### config.mk
export PLATFORM = sky130hd
export DESIGN_NAME = line_unpack16
export DESIGN_NICKNAME = d
export VERILOG_FILES = /design/src/rtl/line_unpack16.sv
export SDC_FILE = /design/constraint.sdc
export NUM_CORES = 1
export LEC_CHECK = 0
export BUFFER_PORTS_ARGS = -buffer_cell sky130_fd_sc_hd__buf_2
export CORE_MARGIN = 4
export CORE_UTILIZATION = 49
export DETAILED_ROUTE_END_ITERATION = 7
export PLACE_DENSITY = 0.84
export SLEW_MARGIN = 20
export SYNTH_ARGS = -nofsm -noshare
export SYNTH_HDL_FRONTEND = slang
export SYNTH_SLANG_ARGS = --single-unit
### constraint.sdc
create_clock -name clk -period 1.6 [get_ports clk]
set_clock_uncertainty 0.1 [all_clocks]
set_input_delay 0.08 -clock clk [delete_from_list [all_inputs] [get_ports clk]]
set_output_delay 0.08 -clock clk [all_outputs]
set_load 0.03 [all_outputs]
### src/rtl/line_unpack16.sv
// line_unpack16: accepts one 64-bit line and returns its four 16-bit words
// critical-word-first, starting at start_idx and wrapping around the line.
module line_unpack16 (
  input  logic        clk,
  input  logic        rst,
  input  logic        in_valid,
  output logic        in_ready,
  input  logic [63:0] line,
  input  logic [1:0]  start_idx,
  input  logic        flush,
  output logic        out_valid,
  input  logic        out_ready,
  output logic [15:0] word,
  output logic [1:0]  word_idx,
  output logic        last,
  output logic        busy
);

  localparam int unsigned LINE_W = 64;
  localparam int unsigned WORD_W = 16;
  localparam int unsigned IDX_W  = 2;

  typedef enum logic {
    IDLE = 1'b0,
    SEND = 1'b1
  } state_t;

  state_t             state;
  state_t             state_nxt;
  logic [LINE_W-1:0]  hold;
  logic [IDX_W-1:0]   idx;
  logic [IDX_W-1:0]   cnt;
  logic               accept;
  logic               xfer;

  // State register; reset returns to IDLE and abandons any held line.
  always_ff @(posedge clk) begin
    if (rst) begin
      state <= IDLE;
    end else begin
      state <= state_nxt;
    end
  end

  // Next-state: accept a line in IDLE, leave SEND on the last handshake or flush.
  always_comb begin
    state_nxt = state;
    unique case (state)
      IDLE: begin
        if (accept) begin
          state_nxt = SEND;
        end
      end
      SEND: begin
        if (flush || (last && out_ready)) begin
          state_nxt = IDLE;
        end
      end
      default: state_nxt = IDLE;
    endcase
  end

  // Outputs and handshake qualifiers decoded from the current state.
  always_comb begin
    in_ready  = 1'b0;
    out_valid = 1'b0;
    word      = '0;
    word_idx  = '0;
    last      = 1'b0;
    busy      = 1'b0;
    accept    = 1'b0;
    xfer      = 1'b0;
    if (!rst) begin
      unique case (state)
        IDLE: begin
          in_ready = ~flush;
          accept   = in_valid & ~flush;
        end
        SEND: begin
          out_valid = 1'b1;
          busy      = 1'b1;
          word      = hold[{idx, 4'b0000} +: WORD_W];
          word_idx  = idx;
          last      = (cnt == IDX_W'(3));
          xfer      = out_ready;
        end
        default: begin
          in_ready = 1'b0;
        end
      endcase
    end
  end

  // Line hold register plus word pointer and emitted-word counter.
  always_ff @(posedge clk) begin
    if (rst) begin
      hold <= '0;
      idx  <= '0;
      cnt  <= '0;
    end else if (accept) begin
      hold <= line;
      idx  <= start_idx;
      cnt  <= '0;
    end else if (xfer) begin
      idx  <= idx + IDX_W'(1);
      cnt  <= cnt + IDX_W'(1);
    end
  end

endmodule
==> flow_summary.ini <==
[run_status]
run_status = finished, violations left
violations = negative setup slack

[critical_path]
slowest_stage = mux4_2
crit_path_end_kind = primary output
ff2ff_path_depth = 5
critPathRequiredTime_ns = 1.42
cp_max_fo = 8
r2r_start = state
crit_family = multiplexers
worstSetupPathType = reg -> out
cp_cell_sequence = buf_8 -> mux4_2 -> and2_4 -> buf_6
worstPathArrival_ns = 1.63
max_stage_delay_ns = 0.50
r2r-end = hold[42]
path_depth = 4
cp_num_buf_inv = 2
start_kind = flop
rrSetupSlack_ns = 0.12

[hold_path]
holdPathStages = 3
hold_end = state
hp-start = flush
hold_path.class = in -> reg

[logic_synthesis]
ys_ff_latch = 69
synth_top_area_frac = 0.509
synth_warnings = 0
synth_cells = 210
syn_nets = 282
yosys.area.top_type = dfxtp_1
synth_common_cells = 69 x dfxtp_1, 65 x a22o_1, 21 x and2_1, 16 x mux4_2, 8 x buf_2
async_flop_share = 0
ys.flop_type = dfxtp_1
ys_seq_area_frac = 0.509
ys_types = 23
synth_area_per_cell_um2 = 12.9
synthTopCellsByArea = dfxtp_1 51%, a22o_1 21%, mux4_2 13%
synth_area_mm2 = 0.00271
synth_edf_count = 0
yosysMostFrequentCell = dfxtp_1

[sta]
hold_viol = 0
max_freq_mhz = 553
final_max_slew_viol_count = 0
setup_slack_ns = -0.208
slew_headroom = 0.806
timing.final.crit_share = 1.13
fin_crit_ns = 1.81
worstMarginPinSlew_ns = 0.290
setup_violations = 16
rsz0062_at_grt = true

[cts]
clk_latency_ns = 0.32
htreeDepth = 3
cts_tree = done
cts_buffers = 9
cts.clk_slew.worst_paths_ns = 0.07
clockBufferDepth = 2
cts.sinks = 69
cts-root-buf = clkbuf_8

[routing]
postRouteAntennaNets = 0
firstDrtPassIters = 5
drcViolationCount = 0
post_drt_wl_per_cell_um = 19.1
initialDrtViolationCount = 164
viasPerCell = 5.56
route.vias.total = 2472
wirelength_um = 8500

[grt]
grt_pass1_vias = 2566
grt-ovfl-total = 0
grt_use_total = 0.262
antenna_found_initial = 0
grt_max_degree = 37
grt_pass1_wl_um = 12900

[finish]
antenna_cells = 0
area_delta_synth_final_pct = 61.1
utilization = 0.834
drive_gt1_frac = 0.424
fin_area_mm2 = 0.00437
num-nets-final = 442
num-fill-cells = 268

[placement]
place_hpwl_um = 4390
place_congestion = 0.748
placedInstanceArea_mm2 = 0.00328
place.port_buffers = 92

[run]
drv_cap = 0

[floorplanning]
die_area_mm2 = 0.00679
die_w_um = 82.4
initial_core_util = 0.518
dieHeight_um = 82.4
ios = 93
core-area_mm2 = 0.00524
rows = 26

[power_and_ir_drop]
p_leak_nw = 1.91
ir_worst_vdd_mv = 0.763
powerDensity_mw_per_mm2 = 919
==> cell type report <==
| cell class | count | area (µm²) | area share |
|---|---|---|---|
| Clock buffer | 12 | 155 | 0.0355 |
| Clock inverter | 4 | 70.1 | 0.0160 |
| Multi-Input combinational cell | 119 | 1250 | 0.285 |
| Sequential cell | 69 | 1390 | 0.317 |
| Tap cell | 70 | 87.6 | 0.0200 |
| Timing Repair Buffer | 171 | 1420 | 0.326 |
==> per-layer routing <==
layer | wire length, µm | up-vias | GRT usage
li1 | - | 1133 | -
met4 | 323 | 0 | 0.145
met3 | 379 | 28 | 0.0521
met1 | 3210 | 1210 | 0.306
met5 | 0 | - | 0
met2 | 4580 | 101 | 0.446
==> worst reg2reg max path, stage by stage, from the launching register on <==
cell and delay, ns:
dfxtp_4 0.37, buf_4 0.14, nor3_4 0.18, and2_2 0.23, buf_12 0.20, a22o_1 0.20
==> cell families after synthesis <==
| family | after synthesis | synth area share |
|---|---|---|
| compound gates | 70 | 0.224 |
| flops | 69 | 0.509 |
| simple gates | 29 | 0.0678 |
| buf+inv | 22 | 0.0521 |
| mux | 16 | 0.133 |
| xor+xnor | 3 | 0.00969 |
| fa+ha+maj | 1 | 0.00461 |
==> report_power, final <==
group | switching [mW] | internal, mW
registers | 0.0531 | 1.80
clock network | 0.622 | 0.959
logic | 0.225 | 0.355
==> how the worst max path moves through the flow <==
stage	from	endpoint	slack, ns
final	idx[0]	word[0]	-0.21
after global routing	idx[0]	word[0]	-0.26
after CTS	idx[0]	word[0]	-0.22
after detailed placement	idx[0]	word[0]	0.05
after global placement	idx[0]	word[8]	0.07
after floorplan	state	word[10]	0.02
==> state kept, by name, indices dropped and copies added, names as in the netlist <==
signal / cells
hold: 64
idx: 2
cnt: 2
state: 1
==> what timing repair did <==
action | in CTS | in global routing
setup buffers | 1 | 1
gates resized for setup | 55 | 13
pin swaps | 16 | 0
setup endpoints to repair | 19 | 19
hold buffers | 66 | 0
endpoints found under the hold margin | 66 | 0
==> cell usage in the layout (no fill, tap or decap) <==
cell type,count
buf_2,73
dfxtp_1,66
dlygate4sd3_1,66
a22o_1,65
buf_6,20
mux4_2,16
and2_4,16
clkbuf_8,11
buf_12,6
buf_4,5
and2_1,4
xnor2_1,3
bufinv_16,2
clkinv_2,2
dfxtp_2,2
and2b_2,1
nor3_4,1
and2_2,1
nor2_1,1
a21oi_4,1
nand3b_1,1
a21oi_1,1
a21o_1,1
nand4b_1,1
nor2b_1,1
o22a_1,1
nand3_1,1
nand2_1,1
a21boi_1,1
ha_1,1
clkbuf_1,1
buf_8,1
dfxtp_4,1
==> through the flow <==
stage               hold slack [ns]  TNS (ns)  power [mW]  instances  worst slack, ns
finish                       0.0304     -2.97        4.02        445           -0.208
floorplan                     0.102         0        2.12        210           0.0215
global route                 0.0294     -3.90        4.17        445           -0.265
global placement              0.196         0        2.29        361           0.0680
CTS                          0.0126     -3.16        4.01        444           -0.219
detailed placement            0.198         0        2.30        361           0.0509
No activity file was read; power rests on OpenSTA's default activity.
